<file path="config.mk">
export PLATFORM = sky130hd
export DESIGN_NAME = mips_run_controller
export DESIGN_NICKNAME = d
export VERILOG_FILES = /design/src/rtl/mips_run_controller_pkg.sv /design/src/rtl/mips_run_controller.sv
export SDC_FILE = /design/constraint.sdc
export NUM_CORES = 1
export LEC_CHECK = 0
export CAP_MARGIN = 15
export CORE_MARGIN = 2
export CORE_UTILIZATION = 45
export CTS_CLUSTER_DIAMETER = 200
export CTS_CLUSTER_SIZE = 30
export DETAILED_ROUTE_END_ITERATION = 7
export GPL_ROUTABILITY_DRIVEN = 0
export MAX_ROUTING_LAYER = met4
export PLACE_DENSITY = 0.78
export SKIP_LAST_GASP = 1
export SLEW_MARGIN = 0
export SYNTH_ARGS = -nofsm -noshare
export SYNTH_HDL_FRONTEND = slang
export SYNTH_SLANG_ARGS = --single-unit
</file>
<file path="constraint.sdc">
create_clock -name clk -period 4.1 [get_ports clk]
set_input_delay 0.615 -clock clk [delete_from_list [all_inputs] [get_ports clk]]
set_output_delay 0.615 -clock clk [all_outputs]
set_load 0.01 [all_outputs]
</file>
<file path="src/rtl/mips_run_controller_pkg.sv">
// Shared opcodes, widths and state encodings for the MIPS debug/run sequencer.
package mips_run_controller_pkg;
  localparam int DATA_WIDTH = 32;

  typedef enum logic [2:0] {
    CMD_NOP     = 3'd0,
    CMD_RUN     = 3'd1,
    CMD_STEP    = 3'd2,
    CMD_HALT    = 3'd3,
    CMD_RD_REG  = 3'd4,
    CMD_RD_MEM  = 3'd5,
    CMD_RD_CYC  = 3'd6,
    CMD_CPU_RST = 3'd7
  } cmd_e;

  typedef enum logic [2:0] {
    S_IDLE     = 3'd0,
    S_RUN      = 3'd1,
    S_STEP     = 3'd2,
    S_MEM_WAIT = 3'd3,
    S_SRST     = 3'd4,
    S_RESP     = 3'd5
  } state_e;
endpackage

</file>
<file path="src/rtl/mips_run_controller.sv">
// Debug/run sequencer: gates the pipeline enable, issues soft reset, counts cycles
// and serves host reads of the register bank and data memory.
module mips_run_controller
  import mips_run_controller_pkg::*;
#(
  parameter int ADDR_WIDTH = 32,
  parameter int RST_CYCLES = 4
) (
  input  logic                  clk,
  input  logic                  reset,
  input  logic                  cmd_valid,
  output logic                  cmd_ready,
  input  logic [2:0]            cmd_op,
  input  logic [ADDR_WIDTH-1:0] cmd_addr,
  output logic                  rsp_valid,
  input  logic                  rsp_ready,
  output logic [DATA_WIDTH-1:0] rsp_data,
  output logic                  rsp_err,
  output logic                  cpu_enable,
  output logic                  cpu_soft_reset,
  input  logic                  cpu_halt,
  output logic                  halted,
  output logic [4:0]            dbg_reg_addr,
  input  logic [DATA_WIDTH-1:0] dbg_reg_data,
  output logic                  dbg_mem_sel,
  output logic [ADDR_WIDTH-1:0] dbg_mem_addr,
  input  logic [DATA_WIDTH-1:0] dbg_mem_rdata
);
  localparam int RCW = (RST_CYCLES > 1) ? $clog2(RST_CYCLES) : 1;

  state_e          state, ret_state;
  logic [31:0]     cycle_cnt;
  logic [RCW-1:0]  rst_cnt;
  logic            rd_mem, mem_phase;
  cmd_e            op;

  assign op = cmd_e'(cmd_op);

  always_ff @(posedge clk or negedge reset) begin
    if (!reset) begin
      state          <= S_IDLE;
      ret_state      <= S_IDLE;
      cmd_ready      <= 1'b1;
      rsp_valid      <= 1'b0;
      rsp_data       <= '0;
      rsp_err        <= 1'b0;
      cpu_enable     <= 1'b0;
      cpu_soft_reset <= 1'b0;
      halted         <= 1'b0;
      dbg_reg_addr   <= '0;
      dbg_mem_sel    <= 1'b0;
      dbg_mem_addr   <= '0;
      cycle_cnt      <= '0;
      rst_cnt        <= '0;
      rd_mem         <= 1'b0;
      mem_phase      <= 1'b0;
    end else begin
      if (cpu_enable) cycle_cnt <= cycle_cnt + 32'd1;
      // Retired halt stops the pipeline wherever we are; later branches refine the state.
      if (cpu_enable && cpu_halt) begin
        halted     <= 1'b1;
        cpu_enable <= 1'b0;
        ret_state  <= S_IDLE;
      end

      case (state)
        S_IDLE: if (cmd_valid) begin
          cmd_ready <= 1'b0;
          rsp_valid <= 1'b1;
          rsp_data  <= '0;
          rsp_err   <= 1'b0;
          ret_state <= S_IDLE;
          state     <= S_RESP;
          case (op)
            CMD_RUN: begin
              if (halted) rsp_err <= 1'b1;
              else begin
                cpu_enable <= 1'b1;
                ret_state  <= S_RUN;
              end
            end
            CMD_STEP: begin
              if (halted) rsp_err <= 1'b1;
              else begin
                cpu_enable <= 1'b1;
                rsp_valid  <= 1'b0;
                state      <= S_STEP;
              end
            end
            CMD_RD_REG: begin
              dbg_reg_addr <= cmd_addr[4:0];
              rd_mem       <= 1'b0;
              rsp_valid    <= 1'b0;
              state        <= S_MEM_WAIT;
            end
            CMD_RD_MEM: begin
              dbg_mem_sel  <= 1'b1;
              dbg_mem_addr <= cmd_addr & ~ADDR_WIDTH'(3);
              rd_mem       <= 1'b1;
              mem_phase    <= 1'b0;
              rsp_valid    <= 1'b0;
              state        <= S_MEM_WAIT;
            end
            CMD_RD_CYC: rsp_data <= DATA_WIDTH'(cycle_cnt);
            CMD_CPU_RST: begin
              cpu_enable     <= 1'b0;
              cpu_soft_reset <= 1'b1;
              rst_cnt        <= RCW'(RST_CYCLES - 1);
              cycle_cnt      <= '0;
              halted         <= 1'b0;
              rsp_valid      <= 1'b0;
              state          <= S_SRST;
            end
            CMD_NOP, CMD_HALT: ;
          endcase
        end else if (cpu_enable && cpu_halt) begin
          state <= S_IDLE;
        end

        S_RUN: if (cmd_valid) begin
          cmd_ready <= 1'b0;
          rsp_valid <= 1'b1;
          rsp_data  <= '0;
          rsp_err   <= 1'b0;
          ret_state <= cpu_halt ? S_IDLE : S_RUN;
          state     <= S_RESP;
          case (op)
            CMD_NOP:    ;
            CMD_HALT: begin
              cpu_enable <= 1'b0;
              ret_state  <= S_IDLE;
            end
            CMD_RD_CYC: rsp_data <= DATA_WIDTH'(cycle_cnt);
            CMD_CPU_RST: begin
              cpu_enable     <= 1'b0;
              cpu_soft_reset <= 1'b1;
              rst_cnt        <= RCW'(RST_CYCLES - 1);
              cycle_cnt      <= '0;
              halted         <= 1'b0;
              rsp_valid      <= 1'b0;
              state          <= S_SRST;
            end
            default:    rsp_err <= 1'b1;
          endcase
        end else if (cpu_halt) begin
          state <= S_IDLE;
        end

        S_STEP: begin
          cpu_enable <= 1'b0;
          rsp_valid  <= 1'b1;
          ret_state  <= S_IDLE;
          state      <= S_RESP;
        end

        // Register bank reads are combinational; memory needs sel for one cycle then a data cycle.
        S_MEM_WAIT: begin
          if (!rd_mem) begin
            rsp_data  <= dbg_reg_data;
            rsp_valid <= 1'b1;
            state     <= S_RESP;
          end else if (!mem_phase) begin
            dbg_mem_sel <= 1'b0;
            mem_phase   <= 1'b1;
          end else begin
            rsp_data  <= dbg_mem_rdata;
            rsp_valid <= 1'b1;
            state     <= S_RESP;
          end
        end

        S_SRST: begin
          if (rst_cnt == '0) begin
            cpu_soft_reset <= 1'b0;
            rsp_valid      <= 1'b1;
            ret_state      <= S_IDLE;
            state          <= S_RESP;
          end else begin
            rst_cnt <= rst_cnt - RCW'(1);
          end
        end

        S_RESP: if (rsp_ready) begin
          rsp_valid <= 1'b0;
          cmd_ready <= 1'b1;
          state     <= (cpu_enable && cpu_halt) ? S_IDLE : ret_state;
        end

        default: begin
          state     <= S_IDLE;
          cmd_ready <= 1'b1;
        end
      endcase
    end
  end
endmodule
</file>
=== Yosys cells after proc, flatten, opt, wreduce, memory -nomap -nowiden ===
Cells that the tools add are included.

* Register bits after elaboration: 116
* Latch bits: 0
* Memory bits (writable): 0
* Memory bits (read-only): 0
* Input port bits: 104
* Memories: 0

* Add/subtract/negate cells: 2
* $mul: 0
* Div/mod/pow operators: 0
* Magnitude comparators: 0
* Equality and inequality tests: 25
* Shift-type cells: 0
* Multiplexer cells: 77
* Bitwise operators: 1
* Reduce and logical (&&, ||, !) cells: 29

{| class="wikitable"
|+ Operator list
! cell !! count
|-
| $mux 32 || 8
|-
| $pmux 32 s2 || 1
|-
| $mux 3 || 13
|-
| $mux 1 || 38
|-
| $add 32x1->32 const B || 1
|-
| $eq 3x3->1 const B || 6
|-
| $pmux 3 s6 || 1
|-
| $reduce_and 3->1 || 6
|-
| $ne 2x2->1 const B || 7
|-
| $pmux 1 s2 || 7
|-
| $eq 3x2->1 const B || 4
|-
| $pmux 3 s4 || 1
|-
| $reduce_and 4->1 || 3
|-
| $reduce_and 5->1 || 2
|-
| $reduce_bool 2->1 || 5
|-
| $ne 3x3->1 const B || 3
|-
| $pmux 3 s3 || 1
|-
| $reduce_or 2->1 || 4
|-
| $eq 3x1->1 const B || 2
|-
| $logic_not 3->1 || 2
|-
| $mux 2 || 3
|-
| $ne 2x1->1 const B || 3
|-
| $pmux 1 s3 || 2
|-
| $pmux 1 s6 || 1
|-
| 9 further kinds || 10
|}

=== Longest topological paths before layout ===
* Depth after elaboration: 6
* Gate-level depth with buffers: 7
* Depth with buffers taken out: 6

=== Worst setup path before layout ===
No wires, ideal clock.

* Path type: input -> register
* Start point: input port cmd_op[2]
* End point: register dbg_mem_addr[10]
* Setup time: 125 ps
* Arrival time: 1913 ps
* Required time: 3975 ps
* Slack: 2062 ps
* Stages on the path: 5
* Path buffers: 2
* Cell sequence: clkbuf_1 -> nor2b_1 -> nand3_1 -> clkbuf_1 -> mux2_2

* Cells in the longest elaborated chain, start to end: 2

{| class="wikitable"
|+ RTL lines
! item !! RTL line !! RTL
|-
| start: declaration || mips_run_controller.sv:13 || <nowiki>input logic [2:0] cmd_op,</nowiki>
|-
| $eq 3x3->1 || mips_run_controller.sv:74 || <nowiki>case (op)</nowiki>
|-
| $reduce_and 3->1 (no source line) || n/a ||
|-
| end signal: assignment || mips_run_controller.sv:98 || <nowiki>dbg_mem_addr <= cmd_addr & ~ADDR_WIDTH'(3);</nowiki>
|-
| end: declaration || mips_run_controller.sv:26 || <nowiki>output logic [ADDR_WIDTH-1:0] dbg_mem_addr,</nowiki>
|}

No other way between the ends.
A chain may end at the register's enable or synchronous reset.

=== Final worst setup path ===
* Start point: register state[2]
* End point: register rsp_data[31]

* Cells in the longest elaborated chain, start to end: 4
* Elaborated cells between the ends (all ways): 9

{| class="wikitable"
|+ RTL lines
! item !! RTL line !! RTL
|-
| start: declaration || mips_run_controller.sv:31 || <nowiki>state_e state, ret_state;</nowiki>
|-
| start signal: assignment || mips_run_controller.sv:186 || <nowiki>state <= (cpu_enable && cpu_halt) ? S_IDLE : ret_state;</nowiki>
|-
| $eq 3x1->1 / $logic_not 3->1 (equally long branches) || mips_run_controller.sv:66 || <nowiki>case (state)</nowiki>
|-
| $reduce_or 2->1 (no source line) || n/a ||
|-
| $ne 2x1->1 (no source line) / $reduce_bool 2->1 (equally long branches) || n/a ||
|-
| $reduce_and 3->1 (no source line) || n/a ||
|-
| end signal: assignment || mips_run_controller.sv:104 || <nowiki>CMD_RD_CYC: rsp_data <= DATA_WIDTH'(cycle_cnt);</nowiki>
|-
| end signal: assignment || mips_run_controller.sv:133 || <nowiki>CMD_RD_CYC: rsp_data <= DATA_WIDTH'(cycle_cnt);</nowiki>
|-
| end signal: assignment || mips_run_controller.sv:159 || <nowiki>rsp_data <= dbg_reg_data;</nowiki>
|-
| end: declaration || mips_run_controller.sv:17 || <nowiki>output logic [DATA_WIDTH-1:0] rsp_data,</nowiki>
|}

Several ways; a longest one is shown, not always the timed one.

==> metrics.cfg <==
[die]
fp.coreArea_sq_mm=0.01262
die_w_microns=117.6
die_h_microns=117.6
boundaryPins=180
dieArea_sq_mm=0.01383
start_util=0.4602
rows=41

[pwr]
p_per_area_mw_per_mm2=603.0
peakVddDrop_uv=391.4
power_leakage_nw=3.504

[grt]
antenna_found_initial=0
grt_pass1_wl_mm=24.59
grt_usage=0.2254
grt_max_degree=65
grt_overflow=0
grt_pass1_vias=5141

[run]
cap_violations=0

[sta]
finalSetupTns_ns=0
worst_pin_slew_ns=0.7992
hold_viol=0
skew_ns=0.01358
hold_ws_ns=0.2749
finalCritPeriodShare=0.6594
period_needed_ns=2.703
rsz0062_at_grt=false
max_freq_mhz=369.9
setup_ws_ns=1.397
finalMaxSlewViolations=0
finalSetupViolCount=0
max_slew_margin=0.4660

[logic_synthesis]
ys.flop_type=dfrtp_1
ys.warnings.count=0
netlist_area_sq_mm=0.005808
ys_top_cells_by_area=dfrtp_1 50%, mux2_2 7.0%, mux2i_1 6.0%, a21oi_1 5.0%, nand2_1 3.6%
yosysUniqueCellTypes=53
yosys.area.top_type=dfrtp_1
ys_ff_latch=116
synth.most_common_cell=dfrtp_1
synth_top_cell_area_share=0.4955
synth-edff-count=0
postSynthAreaPerCell_sq_um=9.861
syn_inst=589
yosys-top-cells-count=115 x dfrtp_1, 58 x a21oi_1, 55 x nand2_1, 54 x nor2_1, 39 x o21ai_0
ys_async_sr_fraction=1.000
synth-seq-area-share=0.5000

[worst_setup_path]
path_class=flip-flop to flip-flop
slowest_delay_ns=0.75
slowest_stage=dfrtp_1
crit_family=simple AND/OR/NAND/NOR gates
cp_cell_sequence=nand3b_1, buf_4, and4b_1, buf_4, a21oi_1, o21ai_0
cp-start-kind=flip-flop
cp_common_cell=buf_4
critPathArrivalTime_ns=3.02
critPathBufInv=2
cp_max_fo=32
required_ns=4.42
startpoint=state[2]
reg2reg_from=state[2]
end_kind=flip-flop

[placed_design]
dp_hpwl_mm=10.45
place.port_buffers=177
place_ws_ns=1.324

[final_layout]
fill_cells=1012
nets=854
antennaDiodeCount=0
syn_to_final_growth_pct=41.94
drive_above_1_share=0.1055

[clock_tree]
cts_tree=done
clk_path_buf_depth=2
cts.sinks=116
clock_latency_ns=0.41
cts_resized=0
numCtsBuffers=17
cts_max_level=4
path_clk_slew_ns=0.05
ctsHoldBuffers=0
post_cts_buffers=0
root_buffer=clkbuf_16

[detailed_routing]
wirelength_mm=14.88
routed_via_density=5.474
drc=0
postRouteAntennaNets=0
drtIter0Drc=278
vias=5091
wl_per_cell_microns=16.00
dr.pass1.iters=5

[worst_hold_path]
hold_class=input port to asynchronous set/reset pin

[outcome]
status=finished clean

## worst reg2reg max path, stage by stage (launching register included)
cell and delay [ns]:
dfrtp_1 0.75, nand3b_1 0.59, buf_4 0.40, and4b_1 0.25
buf_4 0.33, a21oi_1 0.15, o21ai_0 0.15
## registers in the layout, summed over array words and instances (netlist names)
register,flops
cmd_ready,1
cpu_enable,1
cpu_soft_reset,1
cycle_cnt,32
dbg_mem_addr,30
dbg_mem_sel,1
dbg_reg_addr,5
halted,1
mem_phase,1
rd_mem,1
ret_state,3
rsp_data,32
rsp_err,1
rsp_valid,1
rst_cnt,2
state,3
## through the flow
stage	power, mW	utilization	area (sq um)	instances
2_1_floorplan	2.723	-	5812	590
3_3_place_gp	3.486	0.6084	7677	901
3_5_place_dp	3.558	0.6084	7677	901
4_1_cts	5.002	0.6533	8244	930
5_1_grt	5.250	0.6533	8244	930
6_report	4.971	0.6533	8244	930
## final timing paths
check | end | slack (ns) | cells past startpoint
setup / recovery | rsp_data[31] | 1.40 | 6
hold / removal | rsp_data[29] | 0.27 | 1
setup reg to reg | rsp_data[31] | 1.40 | 6
hold reg to reg | rsp_data[31] | 0.48 | 2
max in group asynchronous | dbg_reg_addr[1] | 2.89 | 2
min in group clk | rsp_data[31] | 0.48 | 2
## report_power, final
group | switching (mW) | internal [mW] | leakage (nW)
Sequential | 0.360 | 1.52 | 1.52
Clock | 0.478 | 0.944 | 0.282
Combinational | 0.740 | 0.925 | 1.70
## area by class of cell
type,count,area [sq um],area share
sequential,116,2905,0.3524
multi-input combinational,415,2679,0.3249
timing repair buffer,185,1829,0.2219
clock buffer,24,491.7,0.05964
tap,172,215.2,0.02610
clock inverter,5,75.07,0.009106
inverter,13,48.80,0.005919
## layout by cell type, fill, tap and decap left out, types with 9 or more instances in the layout
| master | synthesis | final |
|---|---|---|
| o31ai_1 | 21 | 21 |
| mux2_2 | 36 | 36 |
| clkbuf_16 | 0 | 17 |
| nand3_1 | 11 | 11 |
| clkdlybuf4s50_1 | 0 | 176 |
| o21ai_0 | 39 | 39 |
| a21oi_1 | 58 | 58 |
| inv_1 | 13 | 13 |
| nor2_1 | 54 | 54 |
| buf_4 | 3 | 9 |
| nand2_1 | 55 | 55 |
| or4_1 | 18 | 18 |
| dfrtp_1 | 115 | 114 |
| mux2i_1 | 35 | 34 |
## cell families after synthesis
logic type / Yosys count / share of synthesized area
other: 1 / 0.0006457
flip-flops: 116 / 0.5000
multiplexers: 71 / 0.1301
XOR/XNOR: 12 / 0.01810
buffers and inverters: 59 / 0.04158
AO/OA/AOI/OAI: 142 / 0.1437
adder cells (fa/ha/maj): 2 / 0.004308
AND/OR/NAND/NOR: 186 / 0.1616
## routing by layer
metal	routed length, microns	GRT usage
met1	6243	0.2676
met2	7316	0.3623
met3	1142	0.07752
met4	175	0.07154
met5	0	-
Power figures use the tool's default switching activity.
==> variant 1 (same flow settings) <==
Set the parameter `RST_CYCLES` to 8 (it was 4).
--- a/src/rtl/mips_run_controller.sv
+++ b/src/rtl/mips_run_controller.sv
@@ -6,3 +6,3 @@
   parameter int ADDR_WIDTH = 32,
-  parameter int RST_CYCLES = 4
+  parameter int RST_CYCLES = 8
 ) (
Formal check against the unedited RTL: not equivalent (Yosys sat finds a counterexample within 10 cycles, from zero or initial values and one cycle with reset low).
==> variant 1 against the unedited design <==
Die area about the same; sequential power up 14%; final area grew 1.5%; synthesized area about the same; wire length up 2.0%; setup slack better by 0.26 ns; combinational power increased by 29%; sequential cell count is 1 higher; clock skew shrank 0.0018 ns; power grew 19%; register-to-register slack gained 0.31 ns; non-clock buffer count grew 1; critical path type is now primary input to flop; critical endpoint is now dbg_mem_addr[27]; largest power group is now combinational cells.
==> variant 1: results (changes against the unedited design) <==
| Metric | Value |
|---|---|
| Status | finished clean |
| Area fraction in compound gates after synthesis | 0.1139 (-0.02978) |
| Pre-CTS setup slack | 1.265 ns (-0.05960 ns) |
| Int Power | 3965 uW (+17%) |
| CP Data Arrival Time | 2.74 ns (-0.28 ns) |
| Synth Area in XOR/XNOR | 0.03919 (+0.02109) |
| Nets | 869 (+1.8%) |
| Reg2Reg Depth | 5 (-1) |
| Slowest stage delay, CP | 0.59 ns (-0.16 ns) |
| WL/cell | 16.02 um (+0.17%) |
| Post-Synth Adder-Cell Area | 0.006460 (+0.002151) |
| Commonest cells in the synthesized netlist | dfrtp_1, nor2_1, a21oi_1, mux2_2, mux2i_1 |
| Synth area leaders | dfrtp_1, a21oi_1, mux2_2 |
| Share of cells above drive strength 1 | 0.1084 (+0.002846) |
| Htree depth | 4 (unchanged) |
| Gr usage total | 0.2348 (+0.009399) |
| Asr flop ratio synth | 1.000 (unchanged) |
| Crit-path slowest cell | clkdlybuf4s50_1 |
| Detailed Routing Iterations Pass 1 | 6 (+1) |
| Register area share after synthesis | 0.5041 (+0.004091) |
| Dpl cell area | 0.007712 mm^2 (+0.46%) |
| Initial antenna violation count | 0 (unchanged) |
| HPWL after detailed placement | 10560 um (+1.1%) |
| Slew @ Worst Pin | 0.7808 ns (-0.01844 ns) |
| Synth unique cells | 47 (-11%) |
| Vias in the first global route | 5205 (+1.2%) |
| Worst vdd rail ir drop | 0.0004310 V (+10%) |
| Largest delay share family, worst path | buffers and inverters |
| Drt initial violations | 352 (+27%) |
| Fill cell count | 1019 (+0.69%) |
| First-pass GRT wire length | 25500 um (+3.7%) |
| Vias per inst | 5.410 (-1.2%) |
| Crit path max fanout | 24 (-25%) |
| Mux contribution to synthesized area | 0.1281 (-0.001994) |
| Pin count of the biggest net entering global routing | 65 (unchanged) |
| Final Skew | 0.01179 ns (-0.001788 ns) |
| LEAKAGE | 0.003460 uW (-1.2%) |
==> variant 1: changes by cell type after synthesis, moves of 6 or more <==
cell / delta
o21ai_0: -24
nor2_1: +49
nand2_1: -28
or4_1: -18
a21oi_1: +30
xnor2_1: +12
o31ai_1: -21
inv_1: -6
or3_1: +6
nor2b_1: +6
==> variant 1: cell type report <==
| class | instances | area [um^2] | share of cell area |
|---|---|---|---|
| flip-flops and latches | 117 | 2930 | 0.3502 |
| multi-input cells | 433 | 2704 | 0.3232 |
| repair buffers | 186 | 1837 | 0.2195 |
| clock buffers | 17 | 425.4 | 0.05084 |
| clock inverters | 15 | 229.0 | 0.02737 |
| well taps | 172 | 215.2 | 0.02572 |
| inverters | 7 | 26.28 | 0.003140 |
==> variant 1: power by group through the flow <==
stage | clock [uW] | sequential [uW] | combinational (uW)
4_1_cts | 1670 | 2130 | 2170
3_3_place_gp | 0 | 2120 | 2080
3_5_place_dp | 0 | 2140 | 2150
5_1_grt | 1730 | 2210 | 2320
2_1_floorplan | 0 | 2160 | 995
6_report | 1640 | 2140 | 2150
==> variant 1: final timing paths <==
path | startpoint | to | slack, ns
worst max-delay path | cmd_valid | dbg_mem_addr[27] | 1.65
worst min-delay path | reset | dbg_mem_addr[29] | 0.27
worst max register to register | cpu_enable | cycle_cnt[30] | 1.71
worst min register to register | rsp_err | rsp_err | 0.49
max in group asynchronous | reset | dbg_mem_addr[11] | 2.90
min in group clk | rsp_err | rsp_err | 0.49
==> variant 1: through the flow <==
stage / hold slack [ns] / cells / power, uW
after global routing: 0.3495 / 947 / 6263
final: 0.2664 / 947 / 5930
after global placement: 0.4680 / 915 / 4195
after floorplan: 0.3194 / 598 / 3159
after CTS: 0.3013 / 947 / 5969
after detailed placement: 0.4868 / 915 / 4293
==> variant 1: cell families (layout without fill, tap and decap cells) <==
family          count (synthesis)  in the layout
xor+xnor                       26             26
simple gates                  211            211
fa+ha+maj                       3              3
mux                            70             70
flops                         117            117
buf+inv                        48            225
compound gates                121            121
other cells                     1              2
==> variant 1: per-layer routing <==
| layer | track usage | part of all wire | routed length (um) | vias to the layer above |
|---|---|---|---|---|
| met3 | 0.06008 | 0.053 | 808 | 33 |
| li1 | - | - | - | 2400 |
| met4 | 0.09111 | 0.025 | 376 | 0 |
| met1 | 0.2870 | 0.44 | 6633 | 2510 |
| met5 | - | 0 | 0 | - |
| met2 | 0.3754 | 0.48 | 7355 | 180 |
==> variant 2 (same settings) <==
Without the edit above. The 6 states of `state_e` get a one-hot encoding in 6 bits.
--- a/src/rtl/mips_run_controller_pkg.sv
+++ b/src/rtl/mips_run_controller_pkg.sv
@@ -15,9 +15,9 @@
 
-  typedef enum logic [2:0] {
-    S_IDLE     = 3'd0,
-    S_RUN      = 3'd1,
-    S_STEP     = 3'd2,
-    S_MEM_WAIT = 3'd3,
-    S_SRST     = 3'd4,
-    S_RESP     = 3'd5
+  typedef enum logic [5:0] {
+    S_IDLE     = 6'b000001,
+    S_RUN      = 6'b000010,
+    S_STEP     = 6'b000100,
+    S_MEM_WAIT = 6'b001000,
+    S_SRST     = 6'b010000,
+    S_RESP     = 6'b100000
   } state_e;
Function: no difference found for any inputs over 4 cycles, from zero or initial values and one cycle with reset low; so few cycles prove little.
==> variant 2 against the unedited design <==
Count of clock-buffer cells in the layout shrank 1; core utilization shrank 0.75 points; synthesized area grew 7.1%; final area grew 4.6%; combinational power grew 61%; wire length grew 1.9%; sequential cell count grew 6; power grew 28%; setup slack lost 0.18 ns; largest power group is now combinational cells.
==> variant 2: results (changes against the unedited design) <==
| Metric | Value |
|---|---|
| Status | finished clean |
| Commonest cells in the synthesized netlist | dfrtp_1, nor2_1, mux2_2, mux2i_1, a31oi_1 |
| Nonclk inv count | 12 (-1) |
| TritonCTS Buffers | 17 (unchanged) |
| Slowest stage delay, CP | 0.61 ns (-0.14 ns) |
| Share of cells above drive strength 1 | 0.1555 (+0.04999) |
| Post-Synthesis Cells | 605 (+2.7%) |
| Vias in the first global route | 5311 (+3.3%) |
| Seq. cell area | 0.003058 mm^2 (+5.3%) |
| CP startpoint | state[4] |
| Vias after detailed routing | 5097 (+0.12%) |
| Htree depth | 4 (unchanged) |
| Gr usage total | 0.2197 (-0.005734) |
| Register area share after synthesis | 0.4913 (-0.008747) |
| Largest delay share family, worst path | simple AND/OR/NAND/NOR gates |
| Crit path max fanout | 69 (+120%) |
| Cell Count Post-Placement | 923 (+2.4%) |
| Signal buffers share of area | 0.2122 (-0.009663) |
| Slew @ Worst Pin | 0.7598 ns (-0.03943 ns) |
| Final Skew | 0.006430 ns (-0.007152 ns) |
| Worst Setup EP | rsp_data[16] |
| Pin count of the biggest net entering global routing | 70 (+7.7%) |
| Port buffer count | 177 (unchanged) |
| Fraction of area in multi-input gates | 0.3349 (+0.009946) |
| First-pass GRT wire length | 24870 um (+1.1%) |
| Pre-CTS setup slack | 1.221 ns (-0.1032 ns) |
| Rows | 42 (+2.4%) |
| Worst-Skew Late Latency | between 0.4 and 0.5 ns |
| LEAKAGE | 0.003604 uW (+2.9%) |
| Min Hold Slack | 0.2174 ns (-0.05754 ns) |
| Clock-cell share | 0.06735 (-0.001397) |
| Routed wire length | 15170 um (+1.9%) |
| Fill cell count | 1073 (+6.0%) |
| Detailed Routing Iterations Pass 1 | 5 (unchanged) |
| Post-CTS setup buffer count | 0 (unchanged) |
| Signal buffers | 185 (unchanged) |
| Vias per inst | 5.343 (-2.4%) |
| CLK BUF | 23 (-4.2%) |
| Comb_multi_in | 428 (+3.1%) |
| Seq cells | 122 (+5.2%) |
| Path type of the worst min-delay path | primary input to async pin |
| Synth area leaders | dfrtp_1, mux2_2, nor2_1 |
| Crit-path slowest cell | buf_4 |
| Root Buffer | clkbuf_16 |
| Number of synthesis warnings | 0 (unchanged) |
| Max Fclk | 0.3463 GHz (-6.4%) |
| Reg2Reg Depth | 7 (+1) |
| Worst vdd rail ir drop | 0.0004596 V (+17%) |
| Gr ovfl total | 0 (unchanged) |
| CTS clock-pin slew for the worst setup and hold paths | 0.05 ns (about the same) |
| Antenna Cells | 0 (unchanged) |
| HPWL after detailed placement | 10980 um (+5.1%) |
| Pwr dens | 736.3 mW/mm^2 (+22%) |
| Synth unique cells | 59 (+11%) |
| Dpl cell area | 0.008039 mm^2 (+4.7%) |
| Nets | 872 (+2.1%) |
| Drt initial violations | 291 (+4.7%) |
-- variant 2: power by group --
group	leakage (uW)	total (uW)	switching, uW	internal [uW]
registers	0.00151	2200	423	1780
clock network	0.000289	1450	506	948
logic	0.00180	2690	1270	1410
total	0.00360	6350	2200	4140
-- variant 2: worst register-to-register path: stages (launching register included) --
cell and delay [ns]:
dfrtp_1 0.40, or4_4 0.57, or2_2 0.30, buf_4 0.32
a211oi_4 0.31, buf_4 0.61, nor2_1 0.18, a21oi_2 0.14
-- variant 2: logic make-up after synthesis --
| kind of cell | share of synthesized area |
|---|---|
| buffers and inverters | 0.04625 |
| and+or+nand+nor | 0.1695 |
| adders and majority gates | 0.004021 |
| muxes | 0.1251 |
| xor gates and xnor gates | 0.04364 |
| other | 0.0006027 |
| AOI/OAI and AO/OA | 0.1196 |
| DFF | 0.4913 |
-- variant 2: layer usage --
metal  wire [um]  share of wire  global-route usage
met2        7710           0.51              0.3669
met1        6152           0.41              0.2542
met5           0              0                   -
met3        1079          0.071             0.07116
met4         225          0.015             0.06537
